File: config.mk
export PLATFORM = sky130hd
export DESIGN_NAME = retire_stage
export DESIGN_NICKNAME = d
export VERILOG_FILES = /design/src/rtl/sys_defs.sv /design/src/rtl/retire_select.sv /design/src/rtl/retire_stage.sv
export SDC_FILE = /design/constraint.sdc
export NUM_CORES = 1
export LEC_CHECK = 0
export ABC_AREA = 1
export ABC_CLOCK_PERIOD_IN_PS = 3600
export CORE_AREA = 2 2 257 259
export DETAILED_ROUTE_END_ITERATION = 12
export DIE_AREA = 0 0 259 261
export GPL_TIMING_DRIVEN = 0
export SLEW_MARGIN = 40
export SYNTH_ARGS = -nofsm -noshare
export SYNTH_HDL_FRONTEND = slang
export SYNTH_HIERARCHICAL = 1
export SYNTH_SLANG_ARGS = --single-unit
File: constraint.sdc
create_clock -name clock -period 3.6 [get_ports clock]
set_input_delay 0.72 -clock clock [delete_from_list [all_inputs] [get_ports clock]]
set_output_delay 0.72 -clock clock [all_outputs]
set_load 0.01 [all_outputs]
File: src/rtl/sys_defs.sv
// Shared processor definitions: width macros, the ROB entry layout seen by
// the retire stage, and the retire-stage state encoding.
`ifndef SYS_DEFS_SVH
`define SYS_DEFS_SVH
`define PR   6
`define XLEN 32
`define ROB  32
`endif

package sys_defs;

  localparam int PR_W      = `PR;
  localparam int XLEN_W    = `XLEN;
  localparam int ARCH_REGS = 32;

  typedef struct packed {
    logic              valid;
    logic              completed;
    logic              precise_state_need;
    logic              halt;
    logic [`XLEN-1:0]  target_pc;
    logic [4:0]        arch_reg;
    logic [`PR-1:0]    Tnew;
    logic [`PR-1:0]    Told;
  } ROB_ENTRY_PACKET;

  typedef enum logic {
    RUN    = 1'b0,
    HALTED = 1'b1
  } RETIRE_STATE;

endpackage

File: src/rtl/retire_select.sv
// Combinational 3-way commit-mask generator. Way 2 is the oldest.
// Ports:
//   run          - stage is allowed to commit this cycle
//   valid, completed, precise, halt - per-way ROB head flags
//   retire_valid - contiguous commit mask starting at way 2
//   retire_num   - population count of retire_valid
//   recover_en   - youngest committed way is a mispredict (and not a halt)
//   recover_way  - index of that way
//   halt_commit  - a committed way carries halt
module retire_select (
  input  logic       run,
  input  logic [2:0] valid,
  input  logic [2:0] completed,
  input  logic [2:0] precise,
  input  logic [2:0] halt,
  output logic [2:0] retire_valid,
  output logic [1:0] retire_num,
  output logic       recover_en,
  output logic [1:0] recover_way,
  output logic       halt_commit
);

  logic blocked;

  // Any committed halt or mispredict blocks everything younger, so the
  // youngest committed way is the only one that can carry either flag.
  always_comb begin
    retire_valid = '0;
    retire_num   = '0;
    recover_en   = 1'b0;
    recover_way  = '0;
    halt_commit  = 1'b0;
    blocked      = ~run;
    for (int k = 2; k >= 0; k--) begin
      if (!blocked && valid[k] && completed[k]) begin
        retire_valid[k] = 1'b1;
        retire_num      = retire_num + 2'd1;
        if (halt[k]) begin
          halt_commit = 1'b1;
          blocked     = 1'b1;
        end else if (precise[k]) begin
          recover_en  = 1'b1;
          recover_way = 2'(k);
          blocked     = 1'b1;
        end
      end else begin
        blocked = 1'b1;
      end
    end
  end

endmodule

File: src/rtl/retire_stage.sv
// In-order commit stage. Consumes the three ROB head entries each cycle,
// returns stale physical registers to the free list, updates the
// architectural map, raises branch recovery and latches halt.
// Ports:
//   clock, reset      - clock, synchronous active-low reset
//   rob_head_entry    - [2] is the ROB head (oldest)
//   retire_valid/num  - commit mask and count (combinational)
//   fl_free_valid/reg - Told returns to the free list (combinational)
//   BPRecoverEN       - flush request, target_pc the redirect address
//   archi_maptable    - registered architectural map
//   recover_maptable  - architectural map including this cycle's commits
//   halt, inst_count  - registered halt flag and retired count
//
// state  | meaning
// RUN    | committing normally
// HALTED | halt retired; no further commits until reset
module retire_stage
  import sys_defs::*;
#(
  parameter int CNT_W = 64
) (
  input  logic                        clock,
  input  logic                        reset,
  input  ROB_ENTRY_PACKET [2:0]       rob_head_entry,
  output logic [2:0]                  retire_valid,
  output logic [1:0]                  retire_num,
  output logic [2:0]                  fl_free_valid,
  output logic [2:0][`PR-1:0]         fl_free_reg,
  output logic                        BPRecoverEN,
  output logic [`XLEN-1:0]            target_pc,
  output logic [31:0][`PR-1:0]        archi_maptable,
  output logic [31:0][`PR-1:0]        recover_maptable,
  output logic                        halt,
  output logic [CNT_W-1:0]            inst_count
);

  RETIRE_STATE                        state;
  logic                               recover_en;
  logic [1:0]                         recover_way;
  logic                               halt_commit;
  logic [XLEN_W-1:0]                  pc_sel;
  logic [ARCH_REGS-1:0][PR_W-1:0]     map_next;

  retire_select u_select (
    .run          (state == RUN),
    .valid        ({rob_head_entry[2].valid, rob_head_entry[1].valid,
                    rob_head_entry[0].valid}),
    .completed    ({rob_head_entry[2].completed, rob_head_entry[1].completed,
                    rob_head_entry[0].completed}),
    .precise      ({rob_head_entry[2].precise_state_need,
                    rob_head_entry[1].precise_state_need,
                    rob_head_entry[0].precise_state_need}),
    .halt         ({rob_head_entry[2].halt, rob_head_entry[1].halt,
                    rob_head_entry[0].halt}),
    .retire_valid (retire_valid),
    .retire_num   (retire_num),
    .recover_en   (recover_en),
    .recover_way  (recover_way),
    .halt_commit  (halt_commit)
  );

  // Writes applied oldest first so the youngest writer of an arch reg wins.
  always_comb begin
    fl_free_valid = '0;
    fl_free_reg   = '0;
    map_next      = archi_maptable;
    for (int k = 2; k >= 0; k--) begin
      if (retire_valid[k] && (rob_head_entry[k].arch_reg != 5'd0)) begin
        fl_free_valid[k]                     = 1'b1;
        fl_free_reg[k]                       = rob_head_entry[k].Told;
        map_next[rob_head_entry[k].arch_reg] = rob_head_entry[k].Tnew;
      end
    end
  end

  always_comb begin
    case (recover_way)
      2'd2:    pc_sel = rob_head_entry[2].target_pc;
      2'd1:    pc_sel = rob_head_entry[1].target_pc;
      default: pc_sel = rob_head_entry[0].target_pc;
    endcase
  end

  assign recover_maptable = map_next;
  assign BPRecoverEN      = recover_en;
  assign target_pc        = recover_en ? pc_sel : '0;
  assign halt             = (state == HALTED);

  always_ff @(posedge clock) begin
    if (!reset) begin
      state      <= RUN;
      inst_count <= '0;
      for (int i = 0; i < ARCH_REGS; i++) archi_maptable[i] <= PR_W'(i);
    end else begin
      archi_maptable <= map_next;
      inst_count     <= inst_count + CNT_W'(retire_num);
      if (state == RUN && halt_commit) state <= HALTED;
    end
  end

endmodule

==> metrics.md <==
| Metric | Value |
|---|---|
| Vias/cell | 5.26 |
| Gr usage total | 31.8% |
| Worst Reg-to-Reg Cells | 17 |
| Worst Max-Slew Pin Slew | 0.932 ns |
| CP arrival | 3.01 ns |
| RR Startpoint | halt |
| Leading cell type in the layout, fill and taps excluded | nand2_1 |
| Htree depth | 2 |
| Initial antenna violation count | 10 |
| Clock buffer depth | 3 |
| Max capacitance violation total | 0 |
| Failing checks | setup timing |
| Post-synthesis sequential area ratio | 31.1% |
| Boundary Pins | 669 |
| CTS tree | yes |
| FP Rows | 94 |
| Most frequent cells in the layout | nand2_1, clkdlybuf4s50_1, a21oi_1 |
| Outcome | complete, but fails checks |
| Hold path depth | 2 |
| Cts bufs inserted | 35 |
| Critical path required time | 2.88 ns |
| Area grow syn2layout | 65.7% |
| Fin util | 42.2% |
| Worst-path clk slew | 0.05 ns |
| Peak supply drop | 0.000239 V |
| Nets | 3,889 |
| Clock Latency Late Sink | 0.57 ns |
| Synth warn | 6 |
| PD cells | 269 nW/um^2 |
| Clk_skew | 0.0291 ns |
| Global-route wire length before repair | 157,000 um |
| Post-Layout Inst Area | 27,400 um^2 |
| DR DRC count | 0 |
| Largest net degree at the start of global routing | 12 |
| CP startpoint | rob_head_entry[16] |
| Slew Viols, Final | 0 |
| Endpoints failing setup | 16 |
| IO Port Bufs | 659 |
| Die area | 67,600 um^2 |
| Crit path capture type | output port |
| Leak Pwr | 11.9 nW |
| Syn nets | 3,063 |
| Post-Route WL | 113,000 um |
| Distinct cell type count after synthesis | 31 |
| Synth Area per Inst | 5.72 um^2 |
| Overall power | 0.00737 W |
| Synthesized instance count | 2,896 |
| Placed Area | 24,300 um^2 |
| Die H | 261 um |
| Layout cells sized above 1 | 16.5% |
| CP Launch Type | primary input |
| Gpl congestion | 1.01 |
| Maximum clock rate | 0.268 GHz |
| Horiz. Die Dim | 259 um |
| Final Cycle Share | 104% |
| Min Tclk post-route | 3.73 ns |
| DP HPWL | 84,500 um |
| Final setup margin | -0.128 ns |
| Root buf cell | clkbuf_16 |
| DRT antenna net count | 0 |
| RSZ-0062 raised after global routing | true |
| Drt wl/cell | 24.3 um |
| Initial Util | 25.5% |
| CP Class | in -> out |
| # hold bufs at CTS | 0 |
| Detailed-route via count | 24,300 |
| Critical path peak fanout | 7 |
| Hold path startpoint | archi_maptable[1] |
| Slew headroom | 37.9% |
| Core ar. | 65,000 um^2 |
| Initial drt markers | 2,820 |
| GRT overflow | 0 |
| TritonCTS Sinks | 257 |
| Post-synthesis register bit count | 257 |
| First-pass iteration count of the detailed router | 8 |
| Fin. Hold Viols | 0 |
| Vias in the first global route | 22,400 |
| Worst Hold Class | reg -> reg |
| Synthesized cell area | 16,600 um^2 |
==> report_power, final <==
group          switching (W)  internal [W]  total (W)
clock network        0.00152       0.00203    0.00355
registers          0.0000140       0.00286    0.00287
logic               0.000643      0.000310   0.000953
total                0.00218       0.00520    0.00737
==> path summary, 6_finish.rpt <==
path,endpoint,slack (ns)
hold reg to reg,archi_maptable[1],0.44
setup / recovery,recover_maptable[121],-0.13
hold / removal,archi_maptable[1],0.44
setup reg to reg,inst_count[32],0.19
==> synth_stat cells <==
| cell type | instances | area, um^2 |
|---|---|---|
| nand3_1 | 274 | 1370 |
| buf_1 | 2 | 7.51 |
| a21oi_1 | 306 | 1530 |
| xor2_1 | 8 | 70.1 |
| xnor2_1 | 2 | 17.5 |
| o21a_1 | 3 | 22.5 |
| nand3b_1 | 1 | 7.51 |
| fa_1 | 1 | 20.0 |
| nand2_4 | 1 | 11.3 |
| nand4_1 | 26 | 163 |
| clkbuf_1 | 116 | 435 |
| nor2_8 | 2 | 40.0 |
| o211ai_1 | 50 | 375 |
| nand3_4 | 1 | 17.5 |
| o21bai_1 | 19 | 143 |
| nor2_1 | 314 | 1180 |
| buf_2 | 17 | 85.1 |
| or2_4 | 1 | 8.76 |
| nand2_2 | 2 | 12.5 |
| ha_1 | 5 | 62.6 |
| nand2_1 | 1065 | 4000 |
| clkinv_1 | 9 | 33.8 |
| nor2_2 | 7 | 43.8 |
| inv_1 | 237 | 890 |
| or2_2 | 11 | 68.8 |
| a211oi_1 | 1 | 7.51 |
| o21ai_0 | 146 | 731 |
| nor3_1 | 8 | 40.0 |
| dfxtp_1 | 257 | 5140 |
| inv_2 | 1 | 3.75 |
| o21ai_1 | 3 | 15.0 |
==> metal layers <==
metal	global-route usage, %	wire [um]	up-vias
met3	9.63	13200	408
met1	36.8	41100	11200
met4	19.0	7420	8
li1	-	-	11100
met2	52.0	50800	1687
met5	0	58	-
==> kinds of logic after synthesis <==
| group | share of synthesized area, % |
|---|---|
| and+or+nand+nor | 42.0 |
| AOI/OAI and AO/OA | 17.1 |
| buffers and inverters | 8.79 |
| DFF | 31.1 |
| xor gates and xnor gates | 0.529 |
| adders and majority gates | 0.499 |
==> sequential cells by signal (all words and copies together) (netlist names) <==
signal and cells:
halt 1, inst_count 64, archi_maptable 192
==> through the flow <==
step / hold WS, ns / setup slack (ns) / std cells / TNS [ns]
after global placement: 0.430 / -1.57 / 4419 / -274.86
after global routing: 0.459 / -0.175 / 4614 / -1.60
after CTS: 0.445 / 0.000104 / 4583 / 0
final: 0.443 / -0.128 / 4625 / -0.625
after detailed placement: 0.431 / -1.62 / 4419 / -267.80
after floorplan: 0.462 / 0.0993 / 2896 / 0
==> critical path: stages <==
cell,delay [ns]
clkdlybuf4s50_1,0.69
inv_1,0.20
nor2_2,0.33
nand3_2,0.25
inv_2,0.12
buf_4,0.14
nand2_1,0.06
nand2_1,0.18
dlygate4sd2_1,0.30
==> what timing repair did <==
item                                    4_1_cts  5_1_grt
pin swaps                                    66       54
setup buffers                                91       27
gates cloned                                 11        1
endpoints found under the setup margin      264      210
resized for setup                           742      240
==> layout make-up <==
class / count / area (um^2)
clock buffer: 55 / 1020
tap: 864 / 1080
multi-input combinational: 2257 / 11000
clock inverter: 8 / 87.6
buffer: 134 / 857
fill: 6877 / 37600
sequential: 257 / 5140
antenna: 13 / 32.5
timing repair buffer: 790 / 7230
inverter: 247 / 1010
No activity file was read; power rests on OpenSTA's default activity.
